$ cat config.mk
export PLATFORM = sky130hd
export DESIGN_NAME = alu_cmp_pipe_flat
export DESIGN_NICKNAME = d
export VERILOG_FILES = /design/src/rtl/alu_cmp_pkg.sv /design/src/rtl/alu_cmp_pipe_if.sv /design/src/rtl/alu_cmp_eval.sv /design/src/rtl/alu_cmp_pipe.sv /design/src/flat_wrapper.sv
export SDC_FILE = /design/constraint.sdc
export NUM_CORES = 1
export LEC_CHECK = 0
export ABC_AREA = 1
export CAP_MARGIN = 10
export CORE_AREA = 10 10 160 162
export DETAILED_ROUTE_END_ITERATION = 12
export DIE_AREA = 0 0 170 172
export PLACE_DENSITY = 0.54
export SLEW_MARGIN = 10
export SYNTH_ARGS = -nofsm -noshare
export SYNTH_HDL_FRONTEND = slang
export SYNTH_SLANG_ARGS = --single-unit
$ cat constraint.sdc
create_clock -name clk -period 2.7 [get_ports clk]
set_clock_uncertainty 0.2 [all_clocks]
set_input_delay 0.27 -clock clk [delete_from_list [all_inputs] [get_ports clk]]
set_output_delay 0.27 -clock clk [all_outputs]
set_load 0.02 [all_outputs]
$ cat src/rtl/alu_cmp_pkg.sv
// rtl/alu_cmp_pkg.sv - shared condition encodings and helpers for the compare unit
// Purpose: condition-code enum and fun validity check used by alu_cmp_eval and alu_cmp_pipe.
// Contents: cmp_fun_t (six condition encodings), is_valid_fun().
package alu_cmp_pkg;

   typedef enum logic [2:0] {
      FUN_NE  = 3'b000,
      FUN_EQ  = 3'b001,
      FUN_LT  = 3'b010,
      FUN_LTZ = 3'b101,
      FUN_LEZ = 3'b110,
      FUN_GTZ = 3'b111
   } cmp_fun_t;

   function automatic logic is_valid_fun(input logic [2:0] fun);
      case (fun)
         FUN_NE, FUN_EQ, FUN_LT, FUN_LTZ, FUN_LEZ, FUN_GTZ: return 1'b1;
         default: return 1'b0;
      endcase
   endfunction

endpackage

$ cat src/rtl/alu_cmp_pipe_if.sv
// rtl/alu_cmp_pipe_if.sv - operand/result handshake bundle for the compare pipe
// Purpose: groups the input handshake (in_*) and output handshake (out_*) of alu_cmp_pipe.
// Modports: master = producer/consumer side (testbench, datapath), slave = compare unit.
interface alu_cmp_pipe_if #(parameter int WIDTH = 32);

   logic             in_valid;
   logic             in_ready;
   logic [WIDTH-1:0] in_a;
   logic [WIDTH-1:0] in_b;
   logic [2:0]       in_fun;
   logic             in_signed;
   logic             out_valid;
   logic             out_ready;
   logic [WIDTH-1:0] out_s;
   logic             out_z;
   logic             out_v;
   logic             out_n;
   logic             out_bad_fun;

   modport master (
      output in_valid, in_a, in_b, in_fun, in_signed, out_ready,
      input  in_ready, out_valid, out_s, out_z, out_v, out_n, out_bad_fun
   );

   modport slave (
      input  in_valid, in_a, in_b, in_fun, in_signed, out_ready,
      output in_ready, out_valid, out_s, out_z, out_v, out_n, out_bad_fun
   );

endinterface

$ cat src/rtl/alu_cmp_eval.sv
// rtl/alu_cmp_eval.sv - combinational compare: flags and condition bit for one operand pair
// Purpose: computes Z/V/N from A-B (B forced to 0 for zero-compare conditions) and selects cond.
// Ports: a_i, b_i (WIDTH) operands; fun_i (3) condition code; signed_i compare mode;
//        z_o, v_o, n_o flags; cond_o selected condition; bad_o fun_i not a valid code.
module alu_cmp_eval
   import alu_cmp_pkg::*;
#(
   parameter int WIDTH = 32
) (
   input  logic [WIDTH-1:0] a_i,
   input  logic [WIDTH-1:0] b_i,
   input  logic [2:0]       fun_i,
   input  logic             signed_i,
   output logic             z_o,
   output logic             v_o,
   output logic             n_o,
   output logic             cond_o,
   output logic             bad_o
);

   logic             zero_cmp;
   logic [WIDTH-1:0] b_eff;
   logic [WIDTH:0]   diff;

   always_comb begin
      zero_cmp = (fun_i == FUN_LEZ) || (fun_i == FUN_LTZ) || (fun_i == FUN_GTZ);
      b_eff    = zero_cmp ? '0 : b_i;
      // One extra bit so diff[WIDTH] is the unsigned borrow.
      diff     = {1'b0, a_i} - {1'b0, b_eff};
      z_o      = (diff[WIDTH-1:0] == '0);
      v_o      = signed_i & (a_i[WIDTH-1] != b_eff[WIDTH-1]) & (diff[WIDTH-1] != a_i[WIDTH-1]);
      n_o      = signed_i ? (diff[WIDTH-1] ^ v_o) : diff[WIDTH];
      bad_o    = ~is_valid_fun(fun_i);
      cond_o   = 1'b0;
      case (fun_i)
         FUN_EQ:          cond_o = z_o;
         FUN_NE:          cond_o = ~z_o;
         FUN_LT, FUN_LTZ: cond_o = n_o;
         FUN_LEZ:         cond_o = z_o | n_o;
         FUN_GTZ:         cond_o = ~(z_o | n_o);
         default:         cond_o = 1'b0;
      endcase
   end

endmodule

$ cat src/rtl/alu_cmp_pipe.sv
// rtl/alu_cmp_pipe.sv - two-stage valid/ready pipelined compare unit
// Purpose: S1 captures operands on a transfer, S2 registers flags/cond from alu_cmp_eval.
// Ports: clk; reset (sync, active-high); flush (sync squash of both valid bits);
//        bus (alu_cmp_pipe_if.slave): in_* handshake/operands, out_* handshake/result/flags.
module alu_cmp_pipe
   import alu_cmp_pkg::*;
#(
   parameter int WIDTH = 32
) (
   input  logic         clk,
   input  logic         reset,
   input  logic         flush,
   alu_cmp_pipe_if.slave bus
);

   logic             s1_valid_q, s1_valid_d;
   logic [WIDTH-1:0] a_q, b_q;
   logic [2:0]       fun_q;
   logic             signed_q;

   logic             s2_valid_q, s2_valid_d;
   logic             cond_q, z_q, v_q, n_q, bad_q;

   logic             s2_load, s1_advance, in_ready, accept;
   logic             e_z, e_v, e_n, e_cond, e_bad;

   alu_cmp_eval #(.WIDTH(WIDTH)) u_eval (
      .a_i      (a_q),
      .b_i      (b_q),
      .fun_i    (fun_q),
      .signed_i (signed_q),
      .z_o      (e_z),
      .v_o      (e_v),
      .n_o      (e_n),
      .cond_o   (e_cond),
      .bad_o    (e_bad)
   );

   always_comb begin
      // S2 may take new data when empty or being drained this cycle.
      s2_load    = ~s2_valid_q | bus.out_ready;
      s1_advance = s1_valid_q & s2_load;
      in_ready   = ~s1_valid_q | s1_advance;
      accept     = bus.in_valid & in_ready;
      s1_valid_d = accept | (s1_valid_q & ~s1_advance);
      s2_valid_d = s2_load ? s1_valid_q : s2_valid_q;
   end

   always_ff @(posedge clk) begin
      if (reset) begin
         s1_valid_q <= 1'b0;
         s2_valid_q <= 1'b0;
         a_q        <= '0;
         b_q        <= '0;
         fun_q      <= '0;
         signed_q   <= 1'b0;
         cond_q     <= 1'b0;
         z_q        <= 1'b0;
         v_q        <= 1'b0;
         n_q        <= 1'b0;
         bad_q      <= 1'b0;
      end else if (flush) begin
         // Squash only; stale data is harmless once the valid bits are clear.
         s1_valid_q <= 1'b0;
         s2_valid_q <= 1'b0;
      end else begin
         s1_valid_q <= s1_valid_d;
         s2_valid_q <= s2_valid_d;
         if (accept) begin
            a_q      <= bus.in_a;
            b_q      <= bus.in_b;
            fun_q    <= bus.in_fun;
            signed_q <= bus.in_signed;
         end
         if (s1_advance) begin
            cond_q <= e_cond;
            z_q    <= e_z;
            v_q    <= e_v;
            n_q    <= e_n;
            bad_q  <= e_bad;
         end
      end
   end

   assign bus.in_ready    = in_ready;
   assign bus.out_valid   = s2_valid_q;
   assign bus.out_s       = {{(WIDTH-1){1'b0}}, cond_q};
   assign bus.out_z       = z_q;
   assign bus.out_v       = v_q;
   assign bus.out_n       = n_q;
   assign bus.out_bad_fun = bad_q;

endmodule

$ cat src/flat_wrapper.sv
// flat-port wrapper written by rule: the top's interface ports become plain ports
module alu_cmp_pipe_flat import alu_cmp_pkg::*;
#(
   parameter int WIDTH = 32
)
  (clk, reset, flush, bus_in_valid, bus_in_a, bus_in_b, bus_in_fun, bus_in_signed, bus_out_ready, bus_in_ready, bus_out_valid, bus_out_s, bus_out_z, bus_out_v, bus_out_n, bus_out_bad_fun);
  alu_cmp_pipe_if #(.WIDTH(WIDTH)) bus_i ();
  input  logic clk;
  input  logic reset;
  input  logic flush;
  input wire logic [$bits(bus_i.in_valid)-1:0] bus_in_valid;
  input wire logic [$bits(bus_i.in_a)-1:0] bus_in_a;
  input wire logic [$bits(bus_i.in_b)-1:0] bus_in_b;
  input wire logic [$bits(bus_i.in_fun)-1:0] bus_in_fun;
  input wire logic [$bits(bus_i.in_signed)-1:0] bus_in_signed;
  input wire logic [$bits(bus_i.out_ready)-1:0] bus_out_ready;
  output wire logic [$bits(bus_i.in_ready)-1:0] bus_in_ready;
  output wire logic [$bits(bus_i.out_valid)-1:0] bus_out_valid;
  output wire logic [$bits(bus_i.out_s)-1:0] bus_out_s;
  output wire logic [$bits(bus_i.out_z)-1:0] bus_out_z;
  output wire logic [$bits(bus_i.out_v)-1:0] bus_out_v;
  output wire logic [$bits(bus_i.out_n)-1:0] bus_out_n;
  output wire logic [$bits(bus_i.out_bad_fun)-1:0] bus_out_bad_fun;
  assign bus_i.in_valid = bus_in_valid;
  assign bus_i.in_a = bus_in_a;
  assign bus_i.in_b = bus_in_b;
  assign bus_i.in_fun = bus_in_fun;
  assign bus_i.in_signed = bus_in_signed;
  assign bus_i.out_ready = bus_out_ready;
  assign bus_in_ready = bus_i.in_ready;
  assign bus_out_valid = bus_i.out_valid;
  assign bus_out_s = bus_i.out_s;
  assign bus_out_z = bus_i.out_z;
  assign bus_out_v = bus_i.out_v;
  assign bus_out_n = bus_i.out_n;
  assign bus_out_bad_fun = bus_i.out_bad_fun;
  alu_cmp_pipe #(.WIDTH(WIDTH)) u_core (.clk(clk), .reset(reset), .flush(flush), .bus(bus_i));
endmodule
# Word-level counts from Yosys, hierarchy flattened
# Index checks and enable logic that the tools add are counted.
dict set report classes {
  n_reduce_logical 9
  mux 4
  addsub 1
  n_bitwise 17
  n_eq_ne 7
}
# cell count
set op_table {}
lappend op_table {{$sub A32 B32 Y33} 1}
lappend op_table {{$logic_not A32 Y1} 1}
lappend op_table {{$mux W32} 1}
lappend op_table {{$eq A3 B3 Y1 const B} 3}
lappend op_table {{$not A1 Y1} 7}
lappend op_table {{$reduce_or A6 Y1} 1}
lappend op_table {{$and A1 B1 Y1} 5}
lappend op_table {{$pmux W1 S5} 1}
lappend op_table {{$or A1 B1 Y1} 4}
lappend op_table {{$reduce_and A2 Y1} 2}
lappend op_table {{$reduce_or A2 Y1} 2}
lappend op_table {{$eq A3 B1 Y1 const B} 1}
lappend op_table {{$eq A3 B2 Y1 const B} 1}
lappend op_table {{$logic_not A3 Y1} 1}
lappend op_table {{$logic_or A1 B1 Y1} 2}
lappend op_table {{$mux W1} 2}
lappend op_table {{$ne A1 B1 Y1} 2}
lappend op_table {{$xor A1 B1 Y1} 1}
dict set report totals {
  input_bits 73
  out_inout_bits 38
  reg_bits 75
}

# Logic depth before layout (Yosys ltp)
dict set report logic_depth {
  word_depth 12
  mapped_depth 26
  ltp_nobuf 25
}

# Cells and area by module
# From an unflattened synthesis, not the netlist that was laid out.
dict set report unflattened {
  cells_unflattened 1208
  hier_area_um2 6796.5
}
# module seq_area_each_um2 instances area_per_inst_um2 cells_per_inst
set by_module_without_submodules {}
lappend by_module_without_submodules {alu_cmp_pipe 1501.4 1 3529.6 516}
lappend by_module_without_submodules {alu_cmp_eval 0.0 1 3266.9 692}

# Worst setup path before layout
# OpenSTA, ideal clock, no wires.
dict set report synth_timing {
  kind {reg2reg}
  start {reg u_core.fun_q[1]}
  end {reg u_core.cond_q}
  setup_time_ns 0.114
  slack_ns -0.146
  stages_incl_launch_ff 23
  path_buffers 1
  arrival_time_ns 2.532
  t_required_ns 2.386
  path_cell_list {dfxtp_1 -> nand2_1 -> nand2_1 -> inv_1 -> clkbuf_1 -> nand2_1 -> ha_1 -> nand2_2 -> inv_1 -> a21oi_1 -> nand2_1 -> a21oi_1 -> nand2_1 -> nand2_1 -> nand2_1 -> nor2_1 -> nand2_1 -> nor2_1 -> nand3_1 -> nand2_1 -> nand3_1 -> nand2_1 -> a21oi_2}
}
dict set report synth_via {
  elab_chain_cells 12
  elab_cells_between_ends 22
}
# item line_no
set synth_lines {}
lappend synth_lines {{from (decl)} alu_cmp_pipe.sv:18} ;# logic [2:0] fun_q;
lappend synth_lines {{from (signal assigned)} alu_cmp_pipe.sv:72} ;# fun_q <= bus.in_fun;
lappend synth_lines {{$eq A3 B3 Y1} {alu_cmp_eval.sv:26, alu_cmp_eval.sv:35}}
lappend synth_lines {{$logic_or A1 B1 Y1 (2 in a row)} alu_cmp_eval.sv:26} ;# zero_cmp = (fun_i == FUN_LEZ) || (fun_i == FUN_LTZ) || (fun_i == FUN_GTZ);
lappend synth_lines {{$mux W32} alu_cmp_eval.sv:27} ;# b_eff = zero_cmp ? '0 : b_i;
lappend synth_lines {{$sub A32 B32 Y33 or $ne A1 B1 Y1 (tied branches)} {alu_cmp_eval.sv:29, alu_cmp_eval.sv:31}}
lappend synth_lines {{$ne A1 B1 Y1 or $and A1 B1 Y1 (tied branches)} alu_cmp_eval.sv:31} ;# v_o = signed_i & (a_i[WIDTH-1] != b_eff[WIDTH-1]) & (diff[WIDTH-1] != a_i[WIDTH-1]);
lappend synth_lines {{$and A1 B1 Y1} alu_cmp_eval.sv:31}
lappend synth_lines {{$xor A1 B1 Y1} alu_cmp_eval.sv:32} ;# n_o = signed_i ? (diff[WIDTH-1] ^ v_o) : diff[WIDTH];
lappend synth_lines {{$mux W1} alu_cmp_eval.sv:32}
lappend synth_lines {{$or A1 B1 Y1} {alu_cmp_eval.sv:39, alu_cmp_eval.sv:40}}
lappend synth_lines {{$not A1 Y1} alu_cmp_eval.sv:40} ;# FUN_GTZ: cond_o = ~(z_o | n_o);
lappend synth_lines {{$pmux W1 S5 *} alu_cmp_eval.sv:35} ;# case (fun_i)
lappend synth_lines {{to (signal assigned)} alu_cmp_pipe.sv:76} ;# cond_q <= e_cond;
lappend synth_lines {{to (decl)} alu_cmp_pipe.sv:22} ;# logic cond_q, z_q, v_q, n_q, bad_q;
# Mark *: on every way between the ends. The rest lies on a longest branch, timed or not.
# A chain may end at the register's enable or synchronous reset.

# Worst setup path after layout
dict set report layout_timing {
  start {reg u_core.fun_q[2]}
  end {reg u_core.cond_q}
}
# Same word-level chain as after synthesis.

==> results.cfg <==
[logic_synthesis]
synthSimpleGateAreaFrac_pct = 39.9
syn_inst = 1011
yosys_warnings = 0
synthTopCellsByArea = dfxtp_1, nand2_1, nor2_1
synthMuxAreaShare_pct = 0
avgSynthCellArea_um2 = 5.87
synth_top_area_share_pct = 25.3
yosysSeqAreaShare_pct = 25.3
synth_cell_types = 27
synth_fa_ha_area_share_pct = 8.86
synth_compound_area_share_pct = 10.1
netlist_area_mm2 = 0.00593
synth_seq_cells = 75
yosys.area.top_type = dfxtp_1
synth_top_family_by_area = simple AND/OR/NAND/NOR gates
synth_xor_xnor_area_share_pct = 0.886

[power_and_ir_drop]
seq_power_share_pct = 25.7
peakVddDrop_v = 0.000331
comb_power_share_pct = 45.7
power_mw = 4.86
powerDensity_mw_per_mm2 = 532
switchingPower_mw = 1.79
clkPwrFrac_pct = 28.6
total_leakage_power_nw = 4.44
internal_power_mw = 3.07
switching_share_pct = 36.9

[sta]
setup_viol = 4
maxSlewViolCount = 0
fin_crit_sh_pct = 116
finalHoldViolCount = 0
whs_ps = 266
rsz0062_at_grt = yes
worst_pin_slew_ps = 1080
slew_headroom_pct = 28.0
finalCriticalPeriod_ps = 3140
timing.final.ws_setup_ps = -443
setup_tns_ps = -893
fmax_ghz = 0.318

[cells_and_area]
stdcell_count = 1485
final_core_util_pct = 40.9
nets = 1310
top_regs = u_core.a_q x32, u_core.b_q x32, u_core.fun_q x3
drive_above_1_share_pct = 28.4
diodes = 0
areaGrowthSynthToFinish_pct = 54.1
design_area_mm2 = 0.00914
layout_commonest_cell = nand2_1
mostFrequentLayoutCells = nand2_1, nor2_1, inv_1, buf_4, clkdlybuf4s50_1

[critical_path]
cp-end-kind = flop
crit_family = buffers and inverters
slowest_stage = dfxtp_4
r2r-end = u_core.cond_q
crit_cells = 22
crit_arrival_ps = 3220
crit_fanout = 4
crit_buf_inv = 16
critical_path_class = reg2reg
crit_top_cell = buf_4
reg2regPathDepth = 22
crit_chain = nand2_4 -> buf_4 -> buf_4 -> buf_4 -> buf_4 -> buf_4 -> buf_4 -> buf_4 -> buf_4 -> buf_4 -> buf_4 -> buf_4 -> buf_4 -> buf_4 -> buf_4 -> buf_4 -> buf_4 -> nor2_1 -> o211ai_1 -> nand3_2 -> nand2_1 -> a21oi_2
max_stage_delay_ps = 390
worstPathRequired_ps = 2770
crit_start = u_core.fun_q[2]
rrSetupSlack_ps = -440
startpoint_type = flop
endpoint = u_core.cond_q
r2r-start = u_core.fun_q[2]

[floorplanning]
die_x_um = 170
die_area_mm2 = 0.0292
die_h_um = 172
ioPinCount = 111
core_mm2 = 0.0224
initial_core_util_pct = 26.5
num_rows = 55

[grt]
grt-ovfl-total = 0
met3_usage_pct = 1.89
grt_pass1_wl_um = 31100
grt_busiest_layer = met2
grtUsageMet1_pct = 18.1
antenna_found_initial = 0
grt_pass1_vias = 6262
grt_usage_pct = 13.1
use_met2_pct = 20.9
grt_max_degree = 74

[routing]
drc = 0
firstDrtPassIters = 5
drtAntennaViolNets = 0
wirelength_um = 20300
via_per_inst = 4.37
avgRoutedWirePerCell_um = 13.7
first_iter_violations = 265
route.vias.total = 6489

[clocking]
cts_htree_levels = 3
cts-root-buf = clkbuf_16
clk_latency_ps = 340
hold_buffers = 0
cts.path.max_buffers = 2
numClockSinks = 75
path_clk_slew_ps = 60
cts_made_buffers = 9
cts_tree = yes

[placed_design]
routabilityCongestion = 0.937
hpwl_um = 15400
dpl_worst_slack_ps = -564
dp.cells = 1424
io_buffers = 79
place_area_mm2 = 0.00751

[status]
status = finished, violations left
violations = negative setup slack

[min_path]
hp-class = reg2reg
hold_start = u_core.bus.out_v

[run]
maxCapViolCount = 0
-- repair_timing --
item	in CTS	in global routing
gates cloned	2	1
endpoints found under the setup margin	4	5
pin swaps	36	47
resized for setup	81	115
buffers inserted	38	5
-- worst reg2reg max path, cell delays in order (launching register included) --
cell      delay (ps)
dfxtp_4          390
nand2_4           70
buf_4            140
buf_4            120
buf_4            120
buf_4            120
buf_4            120
buf_4            120
buf_4            120
buf_4            130
buf_4            120
buf_4            120
buf_4            120
buf_4            120
buf_4            120
buf_4            120
buf_4            120
buf_4            120
nor2_1            70
o211ai_1         130
nand3_2          100
nand2_1           60
a21oi_2          100
-- Yosys cell counts, drive strengths merged --
cell and n:
and2 3, a211oi 1, nand2 311, nor3 5
ha 42, o21bai 3, nor2 189, nand3 49
inv 147, clkbuf 24, conb 1, nand4 11
o21ai 75, or2 1, xnor2 2, o22ai 1
a21oi 34, buf 32, o211ai 1, xor2 4
dfxtp 75
-- cells by family after synthesis --
kind of cell | count (synthesis)
simple gates | 569
compound gates | 115
flops | 75
buf+inv | 203
xor+xnor | 6
fa+ha+maj | 42
other cells | 1
-- routing by layer --
| layer | up-vias | wire length, um |
|---|---|---|
| li1 | 3423 | - |
| met4 | 0 | 450 |
| met1 | 2885 | 9800 |
| met2 | 155 | 9110 |
| met3 | 26 | 936 |
| met5 | - | 0 |
-- worst min-delay path by stage --
| stage | cells after the start | slack, ps | end |
|---|---|---|---|
| 2_1_floorplan | 1 | 130 | u_core.cond_q |
| 3_3_place_gp | 2 | 250 | u_core.bus.out_v |
| 3_5_place_dp | 2 | 260 | u_core.bus.out_v |
| 4_1_cts | 2 | 270 | u_core.bus.out_v |
| 5_1_grt | 2 | 290 | u_core.bus.out_v |
| 6_report | 2 | 270 | u_core.bus.out_v |
-- power by group through the flow --
stage                     clock [mW]  sequential [mW]  combinational, mW
after floorplan                    0             1.24               1.17
after global placement             0             1.25               1.80
after detailed placement           0             1.25               1.80
after CTS                       1.42             1.23               1.99
after global routing            1.47             1.26               2.46
final                           1.39             1.25               2.22
-- layout make-up --
type | count | area (um^2)
well taps | 285 | 357
clock buffers | 10 | 229
multi-input cells | 763 | 4590
flip-flops and latches | 75 | 1510
inverters | 147 | 559
repair buffers | 199 | 1790
fillers | 2360 | 13200
clock inverters | 6 | 113
Note: power is estimated with default switching activity, not from simulation.
